--- config.mk ---
export PLATFORM = sky130hd
export DESIGN_NAME = spi_slave_if_flat
export DESIGN_NICKNAME = d
export VERILOG_FILES = /design/src/rtl/spi_slave_if_if.sv /design/src/rtl/spi_slave_if.sv /design/src/flat_wrapper.sv
export SDC_FILE = /design/constraint.sdc
export NUM_CORES = 1
export LEC_CHECK = 0
export ABC_AREA = 0
export BUFFER_PORTS_ARGS = -buffer_cell sky130_fd_sc_hd__clkbuf_2
export CAP_MARGIN = 20
export CORE_UTILIZATION = 51
export DETAILED_ROUTE_END_ITERATION = 16
export GPL_ROUTABILITY_DRIVEN = 0
export PLACE_DENSITY = 0.78
export SLEW_MARGIN = 20
export SYNTH_ARGS = -nofsm -noshare
export SYNTH_HDL_FRONTEND = slang
export SYNTH_SLANG_ARGS = --single-unit
export TNS_END_PERCENT = 50
--- constraint.sdc ---
create_clock -name clk -period 2.1 [get_ports clk]
set_clock_uncertainty 0.2 [all_clocks]
set_input_delay 0.105 -clock clk [delete_from_list [all_inputs] [get_ports clk]]
set_output_delay 0.105 -clock clk [all_outputs]
set_load 0.02 [all_outputs]
--- src/rtl/spi_slave_if_if.sv ---
// SPI slave bus bundle: serial pins on the SPI side, command/read-data
// handshake on the RAM side. The slave modport is the front end's view;
// the master modport is the view of whatever drives SPI and the RAM model.
interface spi_slave_if_if #(
  parameter int FRAME_W = 10,
  parameter int DATA_W  = FRAME_W - 2
);
  logic               SS_n;
  logic               MOSI;
  logic               MISO;
  logic [FRAME_W-1:0] rx_data;
  logic               rx_valid;
  logic [DATA_W-1:0]  tx_data;
  logic               tx_valid;

  modport slave (
    input  SS_n,
    input  MOSI,
    input  tx_data,
    input  tx_valid,
    output MISO,
    output rx_data,
    output rx_valid
  );

  modport master (
    output SS_n,
    output MOSI,
    output tx_data,
    output tx_valid,
    input  MISO,
    input  rx_data,
    input  rx_valid
  );
endinterface

--- src/rtl/spi_slave_if.sv ---
// SPI slave front end for the single-port command RAM.
// Deserialises 10-bit MOSI frames {opcode[1:0], payload[7:0]} into rx_data
// with a one-cycle rx_valid strobe, and serialises the RAM read result back
// on MISO, MSB first, one bit per clk.
// Optional build macro SPI_ABORT_CNT_EN adds abort_cnt[7:0], a saturating
// count of frames aborted by SS_n going high before completion.
//
// state     | meaning
// ----------+-----------------------------------------------------------
// IDLE      | waiting for SS_n low
// CHK_CMD   | sampling frame bit 9, choosing the frame type
// WRITE     | receiving bits 8..0 of a write frame
// READ_ADD  | receiving bits 8..0 of a read-address frame, then arm flag
// READ_DATA | receive, RAM latency wait, tx_valid poll, 8-bit MISO shift
//
// Within READ_DATA the bit counter keeps counting past the receive phase so
// one counter sequences everything:
//   0..FRAME_W-2   receive bits 8..0
//   FRAME_W-1      rx_valid cycle
//   FRAME_W        RAM read-latency cycle
//   FRAME_W+1      polling tx_valid
//   FRAME_W+2..    one value per MISO bit being driven
module spi_slave_if #(
  parameter int FRAME_W = 10,
  parameter int DATA_W  = FRAME_W - 2
) (
  input  logic               clk,
  input  logic               rst,
  spi_slave_if_if.slave      bus
`ifdef SPI_ABORT_CNT_EN
  ,
  output logic [7:0]         abort_cnt
`endif
);

  localparam int CNT_W = $clog2(2 * FRAME_W);

  localparam logic [CNT_W-1:0] CNT_RX_LAST  = CNT_W'(FRAME_W - 2);
  localparam logic [CNT_W-1:0] CNT_POLL     = CNT_W'(FRAME_W + 1);
  localparam logic [CNT_W-1:0] CNT_OUT0     = CNT_W'(FRAME_W + 2);
  localparam logic [CNT_W-1:0] CNT_OUT_LAST = CNT_W'(FRAME_W + 1 + DATA_W);

  typedef enum logic [2:0] {
    IDLE,
    CHK_CMD,
    WRITE,
    READ_ADD,
    READ_DATA
  } state_t;

  state_t             state_q, state_d;
  logic [CNT_W-1:0]   cnt_q, cnt_d;
  logic [FRAME_W-1:0] shift_q, shift_d;
  logic               rd_addr_flag_q, rd_addr_flag_d;
  logic [FRAME_W-1:0] rx_data_q, rx_data_d;
  logic               rx_valid_q, rx_valid_d;
  logic               miso_q, miso_d;
  logic               abort_evt;
  logic [FRAME_W-1:0] rx_word;

  // Word as it stands once the current MOSI bit is shifted in.
  assign rx_word = {shift_q[FRAME_W-2:0], bus.MOSI};

  // State and datapath registers; everything returns to zero on reset.
  always_ff @(posedge clk or posedge rst) begin
    if (rst) begin
      state_q        <= IDLE;
      cnt_q          <= '0;
      shift_q        <= '0;
      rd_addr_flag_q <= 1'b0;
      rx_data_q      <= '0;
      rx_valid_q     <= 1'b0;
      miso_q         <= 1'b0;
    end else begin
      state_q        <= state_d;
      cnt_q          <= cnt_d;
      shift_q        <= shift_d;
      rd_addr_flag_q <= rd_addr_flag_d;
      rx_data_q      <= rx_data_d;
      rx_valid_q     <= rx_valid_d;
      miso_q         <= miso_d;
    end
  end

  // Next-state and datapath decode; SS_n high outside IDLE aborts the frame.
  always_comb begin
    state_d        = state_q;
    cnt_d          = cnt_q;
    shift_d        = shift_q;
    rd_addr_flag_d = rd_addr_flag_q;
    rx_data_d      = rx_data_q;
    rx_valid_d     = 1'b0;
    miso_d         = 1'b0;
    abort_evt      = 1'b0;

    if (state_q != IDLE && bus.SS_n) begin
      state_d   = IDLE;
      cnt_d     = '0;
      shift_d   = '0;
      abort_evt = 1'b1;
      // An address is only consumed once its read-out has begun.
      if (state_q == READ_DATA && cnt_q >= CNT_OUT0) begin
        rd_addr_flag_d = 1'b0;
      end
    end else begin
      case (state_q)
        IDLE: begin
          if (!bus.SS_n) begin
            state_d = CHK_CMD;
            cnt_d   = '0;
          end
        end

        CHK_CMD: begin
          shift_d = rx_word;
          cnt_d   = '0;
          if (!bus.MOSI) begin
            state_d = WRITE;
          end else if (!rd_addr_flag_q) begin
            state_d = READ_ADD;
          end else begin
            state_d = READ_DATA;
          end
        end

        WRITE, READ_ADD: begin
          shift_d = rx_word;
          if (cnt_q == CNT_RX_LAST) begin
            rx_data_d  = rx_word;
            rx_valid_d = 1'b1;
            state_d    = IDLE;
            cnt_d      = '0;
            shift_d    = '0;
            if (state_q == READ_ADD) begin
              rd_addr_flag_d = 1'b1;
            end
          end else begin
            cnt_d = cnt_q + 1'b1;
          end
        end

        READ_DATA: begin
          if (cnt_q <= CNT_RX_LAST) begin
            shift_d = rx_word;
            cnt_d   = cnt_q + 1'b1;
            if (cnt_q == CNT_RX_LAST) begin
              rx_data_d  = rx_word;
              rx_valid_d = 1'b1;
            end
          end else if (cnt_q < CNT_POLL) begin
            // rx_valid cycle and RAM latency cycle: tx_valid is ignored here.
            cnt_d = cnt_q + 1'b1;
          end else if (cnt_q == CNT_POLL) begin
            if (bus.tx_valid) begin
              miso_d  = bus.tx_data[DATA_W-1];
              shift_d = {bus.tx_data[DATA_W-2:0], {(FRAME_W - DATA_W + 1){1'b0}}};
              cnt_d   = CNT_OUT0;
            end
          end else if (cnt_q == CNT_OUT_LAST) begin
            state_d        = IDLE;
            cnt_d          = '0;
            shift_d        = '0;
            rd_addr_flag_d = 1'b0;
          end else begin
            miso_d  = shift_q[FRAME_W-1];
            shift_d = {shift_q[FRAME_W-2:0], 1'b0};
            cnt_d   = cnt_q + 1'b1;
          end
        end

        default: begin
          state_d = IDLE;
          cnt_d   = '0;
          shift_d = '0;
        end
      endcase
    end
  end

  assign bus.MISO     = miso_q;
  assign bus.rx_data  = rx_data_q;
  assign bus.rx_valid = rx_valid_q;

`ifdef SPI_ABORT_CNT_EN
  logic [7:0] abort_cnt_q;

  // Saturating count of aborted frames.
  always_ff @(posedge clk or posedge rst) begin
    if (rst) begin
      abort_cnt_q <= 8'd0;
    end else if (abort_evt && abort_cnt_q != 8'hFF) begin
      abort_cnt_q <= abort_cnt_q + 8'd1;
    end
  end

  assign abort_cnt = abort_cnt_q;
`else
  logic abort_unused;
  assign abort_unused = abort_evt;
`endif

endmodule

--- src/flat_wrapper.sv ---
// flat-port wrapper written by rule: the top's interface ports become plain ports
module spi_slave_if_flat 
#(
  parameter int FRAME_W = 10,
  parameter int DATA_W  = FRAME_W - 2
)
  (clk, rst, bus_SS_n, bus_MOSI, bus_tx_data, bus_tx_valid, bus_MISO, bus_rx_data, bus_rx_valid);
  spi_slave_if_if #(.FRAME_W(FRAME_W), .DATA_W(DATA_W)) bus_i ();
  input  logic clk;
  input  logic rst;
  input wire logic [$bits(bus_i.SS_n)-1:0] bus_SS_n;
  input wire logic [$bits(bus_i.MOSI)-1:0] bus_MOSI;
  input wire logic [$bits(bus_i.tx_data)-1:0] bus_tx_data;
  input wire logic [$bits(bus_i.tx_valid)-1:0] bus_tx_valid;
  output wire logic [$bits(bus_i.MISO)-1:0] bus_MISO;
  output wire logic [$bits(bus_i.rx_data)-1:0] bus_rx_data;
  output wire logic [$bits(bus_i.rx_valid)-1:0] bus_rx_valid;
  assign bus_i.SS_n = bus_SS_n;
  assign bus_i.MOSI = bus_MOSI;
  assign bus_i.tx_data = bus_tx_data;
  assign bus_i.tx_valid = bus_tx_valid;
  assign bus_MISO = bus_i.MISO;
  assign bus_rx_data = bus_i.rx_data;
  assign bus_rx_valid = bus_i.rx_valid;
  spi_slave_if #(.FRAME_W(FRAME_W), .DATA_W(DATA_W)) u_core (.clk(clk), .rst(rst), .bus(bus_i));
endmodule
==> results of run 1 <==
-- where the power goes --
| group | total [mW] | internal, mW | switching (mW) | leakage [nW] |
|---|---|---|---|---|
| combinational | 0.269 | 0.117 | 0.153 | 0.684 |
| sequential | 0.618 | 0.609 | 0.00885 | 0.424 |
| clock | 0.502 | 0.281 | 0.221 | 0.0482 |
-- layout make-up --
type,instances,area [um^2]
fill,230,838
multi-input combinational,113,933
inverter,8,30.0
sequential,31,777
clock buffer,6,51.3
timing repair buffer,55,383
clock inverter,2,35.0
tap,44,55.1
-- registers in the layout, indices dropped and copies added (netlist names) --
register	flops
u_core.bus.MISO	1
u_core.bus.rx_data	10
u_core.bus.rx_valid	1
u_core.cnt_q	5
u_core.rd_addr_flag_q	1
u_core.shift_q	10
u_core.state_q	3
-- what timing repair did --
| action | 4_1_cts | 5_1_grt |
|---|---|---|
| endpoints found under the setup margin | 19 | 13 |
| endpoints found under the hold margin | 44 | 0 |
| gates cloned | 0 | 2 |
| pin swaps | 2 | 5 |
| gates resized for setup | 4 | 11 |
| hold buffers | 12 | 0 |
| setup buffers | 2 | 2 |
-- per-layer routing --
metal	up-vias	track usage
met2	83	0.405
met1	771	0.312
li1	703	-
met3	8	0.0952
met4	0	0.0897
met5	-	0
-- worst register-to-register path: stages (launching register included) --
cell and delay (ns):
dfrtp_1 0.41, inv_2 0.07, ha_4 0.17, buf_4 0.16, inv_1 0.09, o211ai_1 0.11, buf_4 0.18, a21o_1 0.19
o21a_4 0.15, a22o_1 0.23
-- cells by family (layout without fill, tap and decap cells) --
family	Yosys count	in the layout	share of synthesized area
adder cells (fa/ha/maj)	2	2	0.0147
AO/OA/AOI/OAI	57	59	0.244
buffers and inverters	19	71	0.0537
multiplexers	9	9	0.0751
flip-flops	31	31	0.456
AND/OR/NAND/NOR	43	43	0.156
-- final timing paths --
check                                                  startpoint                                 to  slack, ns  cells after the start
worst max register to register        u_core.cnt_q[0]$_DFFE_PP0P_      u_core.shift_q[1]$_DFFE_PP0P_       0.03                      9
worst min-delay path                                          rst  u_core.bus.rx_data[8]$_DFFE_PP0P_       0.18                      4
worst min register to register  u_core.bus.rx_data[0]$_DFFE_PP0P_  u_core.bus.rx_data[0]$_DFFE_PP0P_       0.31                      2
max in group asynchronous                                     rst        u_core.cnt_q[3]$_DFFE_PP0P_       1.21                      4
min in group clk                u_core.bus.rx_data[0]$_DFFE_PP0P_  u_core.bus.rx_data[0]$_DFFE_PP0P_       0.31                      2
worst max-delay path                  u_core.cnt_q[0]$_DFFE_PP0P_      u_core.shift_q[1]$_DFFE_PP0P_       0.03                      9
-- cells in the final DEF (no fill, tap or decap), types with 2 or more instances in the layout --
cell and count:
a21o_1 12, dlygate4sd3_1 12, nor3_1 3, o21ai_0 8
o22ai_1 2, mux2_4 7, nor2_1 7, a32o_1 2
o21bai_1 2, buf_4 19, o211ai_1 3, nand3_1 3
clkbuf_4 5, a21oi_2 2, nand2b_1 3, inv_1 7
nand2_1 9, nor4b_4 2, nor2b_1 4, mux2_2 2
a22o_1 9, dfrtp_1 30, clkbuf_2 24, a21oi_1 7
-- through the flow --
step | instance area, um^2 | setup slack, ns
final | 2260 | 0.0267
after global placement | 1940 | 0.00791
after CTS | 2190 | 0.00615
after global routing | 2260 | -0.0587
after floorplan | 1710 | 0.00409
after detailed placement | 1940 | -0.122
==> results_tabular.tex, run 1 <==
\begin{tabular}{lr}
\hline
Metric & Value \\
\hline
\multicolumn{2}{l}{\textbf{Run status}} \\
Result of the run & finished, final reports clean \\
\multicolumn{2}{l}{\textbf{Logic synthesis}} \\
Area of the mapped netlist & 1700 um\^{}2 \\
Top post-synthesis cells by area & dfrtp\_1 46\%, mux2\_4 6.2\%, a21o\_1 5.3\% \\
Fraction of the yosys area taken by sequential cells & 0.456 \\
YS warnings & 0 \\
Largest area contributor in the netlist & dfrtp\_1 \\
Fraction of synthesis flops using an asynchronous set or reset pin & 1.00 \\
Number of distinct library cells after synthesis & 46 \\
Gate count after technology mapping & 161 \\
Library cell with the highest instance count after synthesis & dfrtp\_1 \\
Cell types with the highest counts after synthesis & 31 x dfrtp\_1, 12 x a21o\_1, 10 x nand2\_1 \\
Register bit count reported by yosys & 31 \\
Syn Nets & $\sim$180 \\
Post-synth EDFFs & 0 \\
Avg Cell Area, Syn & around 11 um\^{}2 \\
Main flop type after synthesis & dfrtp\_1 \\
Fraction of post-synthesis cell area in the top cell type by area & 0.456 \\
\multicolumn{2}{l}{\textbf{Setup path}} \\
Highest net fanout along the worst path & 5 \\
Arrival @ worst endpoint & roughly 2.1 ns \\
Worst setup path class & reg2reg \\
Slowest-stage cell, CP & dfrtp\_1 \\
Most frequent cell on the critical path & buf\_4 \\
Data required time of the critical path & 2.13 ns \\
Critical path's top delay family & compound AO/OA/AOI/OAI gates \\
Critical Path Max Stage Delay & slightly above 0.4 ns \\
Category of the worst setup path capture point & flip-flop \\
Critical Path, Cell by Cell & inv\_2 > ha\_4 > buf\_4 > inv\_1 > o211ai\_1 > buf\_4 > a21o\_1 > o21a\_4 > a22o\_1 \\
Startpoint type of the worst setup path & flip-flop \\
Crit path buf inv count & 4 \\
\multicolumn{2}{l}{\textbf{GRT}} \\
Residual overflow from global routing & 0 \\
Number of global-route vias before repair & 1435 \\
Maximum number of pins on one net before global-route repair & 32 \\
Initial antenna violation count & 0 \\
Total routing usage reported by global routing & 0.253 \\
First-pass GRT wire length & around 6600 um \\
\multicolumn{2}{l}{\textbf{CTS}} \\
Clk\_lat worst skew & 0.34 ns \\
Library cell used as clock root buffer & clkbuf\_4 \\
CTS buffer count & 5 \\
Clock tree from TritonCTS & built \\
Clock transition at the registers of the reported paths & 0.11 ns \\
Number of H-tree levels & 2 \\
Number of clock sinks & 31 \\
CTS max path bufs & 2 \\
\multicolumn{2}{l}{\textbf{Power}} \\
PwrDens & 613 nW/um\^{}2 \\
Total power & 1.39 mW \\
Largest vdd supply drop & between 400 and 500 uV \\
Leakage Power & about 1.2 nW \\
\multicolumn{2}{l}{\textbf{Drt}} \\
Routed length on met3 & 314 um \\
Total iterations of the first detailed-routing run & 4 \\
Count of nets left with antenna violations after detail routing & 0 \\
Detailed-route wire length per cell & 17.0 um \\
Drt first-iter violations & 92 \\
Final routed DRC violation total & 0 \\
Via count of the routed design & 1565 \\
DR top layer & met4 \\
Met1 wire length & between 1500 and 2000 um \\
Amount of wire on met2 after detailed routing & approximately 2200 um \\
DR vias/cell & about 6 \\
Post-Route WL & 4390 um \\
\multicolumn{2}{l}{\textbf{Hold path}} \\
Type of the worst min-delay path & in2async \\
\multicolumn{2}{l}{\textbf{Timing}} \\
Period utilisation layout & 0.987 \\
Setup violations, final & 0 \\
Achievable Freq & 0.482 GHz \\
Endpoints failing hold & 0 \\
Setup Total Neg Slack & 0 ns \\
Minimum hold slack & $\sim$0.18 ns \\
Clock period minus worst slack & 2.07 ns \\
Final number of max-transition violations & 0 \\
Slew at the pin closest to its max-slew limit & between 0.4 and 0.5 ns \\
Normalized max-slew margin & 0.678 \\
\multicolumn{2}{l}{\textbf{Placement}} \\
Number of buffer cells added on primary ports & 24 \\
Number of cells after detailed placement & 233 \\
Post-detail-place hpwl & about 2700 um \\
\multicolumn{2}{l}{\textbf{Cells and area}} \\
Relative area change from synthesis to final layout & 33.2\% \\
Antenna diodes & 0 \\
Number of nets in the finished design & 229 \\
Layout cell share with drive strength beyond 1 & 0.367 \\
Final cell count without fillers & 259 \\
Final core utilization & 0.730 \\
\multicolumn{2}{l}{\textbf{Die}} \\
Die height & 59.7 um \\
Initial Util & 0.548 \\
Cell Rows & 20 \\
Placeable core area & 3100 um\^{}2 \\
Die Footprint & $\sim$3600 um\^{}2 \\
Horizontal die dimension & 59.7 um \\
Num ports & 25 \\
\multicolumn{2}{l}{\textbf{Run}} \\
Reported max-cap violation count & 0 \\
\hline
\end{tabular}
(Power assumes the default switching activity.)
==> run 2, diff against run 1 <==
Settings changed: GPL_TIMING_DRIVEN from default to 0.
==> run 2 against run 1 <==
Net effect:
- fmax is 0.29% higher
- sequential share of layout area is 1.4 points lower
- first-iteration DRC count rose by 24%
- routed wire length increased by 6.9%
- clock power grew 2%
- register-to-register slack barely moved
- global-route usage rose by 4.6 points
- design area is 4.5% higher
- count of clock-buffer cells in the layout stayed put
- sequential power hardly changed
==> results_tabular.tex, run 2 (same netlist as run 1, synthesis figures left out) <==
\begin{tabular}{lr}
\hline
Metric & Value \\
\hline
\multicolumn{2}{l}{\textbf{Timing}} \\
Period utilisation layout & 0.984 \\
Setup violations, final & 0 \\
Final number of max-transition violations & 0 \\
Achievable Freq & 0.484 GHz \\
Slew at the pin closest to its max-slew limit & 0.622 ns \\
Minimum hold slack & 0.138 ns \\
Endpoints failing hold & 0 \\
Unrepaired setup endpoints after global routing & yes \\
Normalized max-slew margin & 0.585 \\
Clock period minus worst slack & 2.07 ns \\
\multicolumn{2}{l}{\textbf{Cells and area}} \\
Layout cell share with drive strength beyond 1 & 0.397 \\
Relative area change from synthesis to final layout & 39.2\% \\
Final core utilization & 0.763 \\
Number of nets in the finished design & $\sim$230 \\
Most used cells in the layout excluding fill and tap cells & 28 x dfrtp\_1, 24 x clkbuf\_2, 14 x buf\_4 \\
Final standard cell area without fillers & 2370 um\^{}2 \\
Antenna diodes & 0 \\
Commonest non-fill, non-tap cell in the layout & dfrtp\_1 \\
\multicolumn{2}{l}{\textbf{Power}} \\
Largest vdd supply drop & 338 uV \\
Clock Power Share & 0.362 \\
PwrDens & 597 nW/um\^{}2 \\
Share of power burned in combinational logic & 0.200 \\
Switching power & 0.399 mW \\
Total power & 1.41 mW \\
Leakage Power & approximately 1.2 nW \\
Portion of total power attributed to sequential cells & 0.438 \\
Cell-internal power & 1.01 mW \\
Switching fraction of total power & 0.282 \\
\multicolumn{2}{l}{\textbf{CTS}} \\
Library cell used as clock root buffer & clkbuf\_4 \\
CTS max path bufs & 2 \\
Number of H-tree levels & 2 \\
Number of clock sinks & 31 \\
Clock transition at the registers of the reported paths & 0.11 ns \\
CTS buffer count & 5 \\
Clk\_lat worst skew & 0.35 ns \\
Clock tree from TritonCTS & built \\
\multicolumn{2}{l}{\textbf{Drt}} \\
Post-Route WL & 4700 um \\
Via count of the routed design & 1618 \\
Drt first-iter violations & 114 \\
Detailed-route wire length per cell & 17.9 um \\
Total iterations of the first detailed-routing run & 7 \\
Count of nets left with antenna violations after detail routing & 0 \\
DR vias/cell & 6.15 \\
Final routed DRC violation total & 0 \\
\multicolumn{2}{l}{\textbf{Die}} \\
Die Footprint & 3570 um\^{}2 \\
Num ports & 25 \\
Initial Util & 0.548 \\
Horizontal die dimension & 59.7 um \\
Die height & roughly 60 um \\
Cell Rows & 20 \\
Placeable core area & roughly 3100 um\^{}2 \\
\multicolumn{2}{l}{\textbf{Setup path}} \\
Arrival @ worst endpoint & around 2.1 ns \\
Critical Path, Cell by Cell & inv\_2 > ha\_4 > buf\_4 > inv\_2 > o211ai\_1 > buf\_4 > a21o\_1 > o21a\_4 > a22o\_1 \\
Slowest-stage cell, CP & dfrtp\_1 \\
Startpoint type of the worst setup path & flip-flop \\
Worst setup path class & reg2reg \\
Data required time of the critical path & 2.14 ns \\
Critical path's top delay family & compound AO/OA/AOI/OAI gates \\
Highest net fanout along the worst path & 5 \\
Crit path buf inv count & 4 \\
Critical Path Max Stage Delay & 0.44 ns \\
Category of the worst setup path capture point & flip-flop \\
\multicolumn{2}{l}{\textbf{GRT}} \\
Total routing usage reported by global routing & 0.299 \\
First-pass GRT wire length & approximately 7600 um \\
Maximum number of pins on one net before global-route repair & 19 \\
Initial antenna violation count & 0 \\
Number of global-route vias before repair & 1573 \\
Residual overflow from global routing & 0 \\
\multicolumn{2}{l}{\textbf{Hold path}} \\
Type of the worst min-delay path & in2async \\
\multicolumn{2}{l}{\textbf{Placement}} \\
Area after DPL & approximately 1900 um\^{}2 \\
Number of buffer cells added on primary ports & 24 \\
Post-detail-place hpwl & 2580 um \\
\multicolumn{2}{l}{\textbf{Run status}} \\
Result of the run & finished, final reports clean \\
\multicolumn{2}{l}{\textbf{Run}} \\
Reported max-cap violation count & 0 \\
\hline
\end{tabular}
run 2: worst paths after layout:
check,from,endpoint,slack (ns),cells after the start
min reg2reg,u_core.bus.rx_data[0]$_DFFE_PP0P_,u_core.bus.rx_data[0]$_DFFE_PP0P_,0.28,2
max reg2reg,u_core.cnt_q[1]$_DFFE_PP0P_,u_core.shift_q[1]$_DFFE_PP0P_,0.03,9
min,rst,u_core.bus.rx_data[2]$_DFFE_PP0P_,0.14,3
max,u_core.cnt_q[1]$_DFFE_PP0P_,u_core.shift_q[1]$_DFFE_PP0P_,0.03,9
max in group asynchronous,rst,u_core.cnt_q[0]$_DFFE_PP0P_,1.04,4
min in group clk,u_core.bus.rx_data[0]$_DFFE_PP0P_,u_core.bus.rx_data[0]$_DFFE_PP0P_,0.28,2
run 2: final cells by class:
type	count	area, um^2
plain buffers	7	56.3
clock buffers	6	51.3
clock inverters	2	35.0
fillers	215	736
inverters	8	30.0
multi-input cells	113	960
flip-flops and latches	31	779
well taps	44	55.1
repair buffers	52	400
run 2: worst min-delay path: cells and delay by family:
family | cells | cell delay, ns
buf+inv | 3 | 1.08
run 2: metrics by stage:
step                setup WS (ns)  std cells  setup TNS (ns)
floorplan                 0.00409        161               0
global placement           -0.234        229           -2.85
detailed placement         -0.321        230           -4.07
CTS                        0.0239        261               0
global route             -0.00835        263         -0.0260
finish                     0.0327        263               0
run 2: routing by layer:
metal	share of wire	global-route usage	routed length, um
met2	0.46	0.460	2170
met4	0.043	0.183	201
met1	0.42	0.373	1970
met3	0.074	0.0779	348
met5	0	0	0
run 2: power groups by stage:
stage	combinational, mW	sequential (mW)	clock, mW
floorplan	0.137	0.625	0
global route	0.297	0.621	0.537
CTS	0.257	0.619	0.510
global placement	0.176	0.627	0
detailed placement	0.190	0.627	0
finish	0.282	0.620	0.512
run 2: repair_timing:
item	CTS	global route
pin swaps	9	5
setup endpoints to repair	22	14
setup buffers	12	2
hold buffers	12	0
resized for setup	20	8
hold endpoints to repair	26	0
cloned	3	0
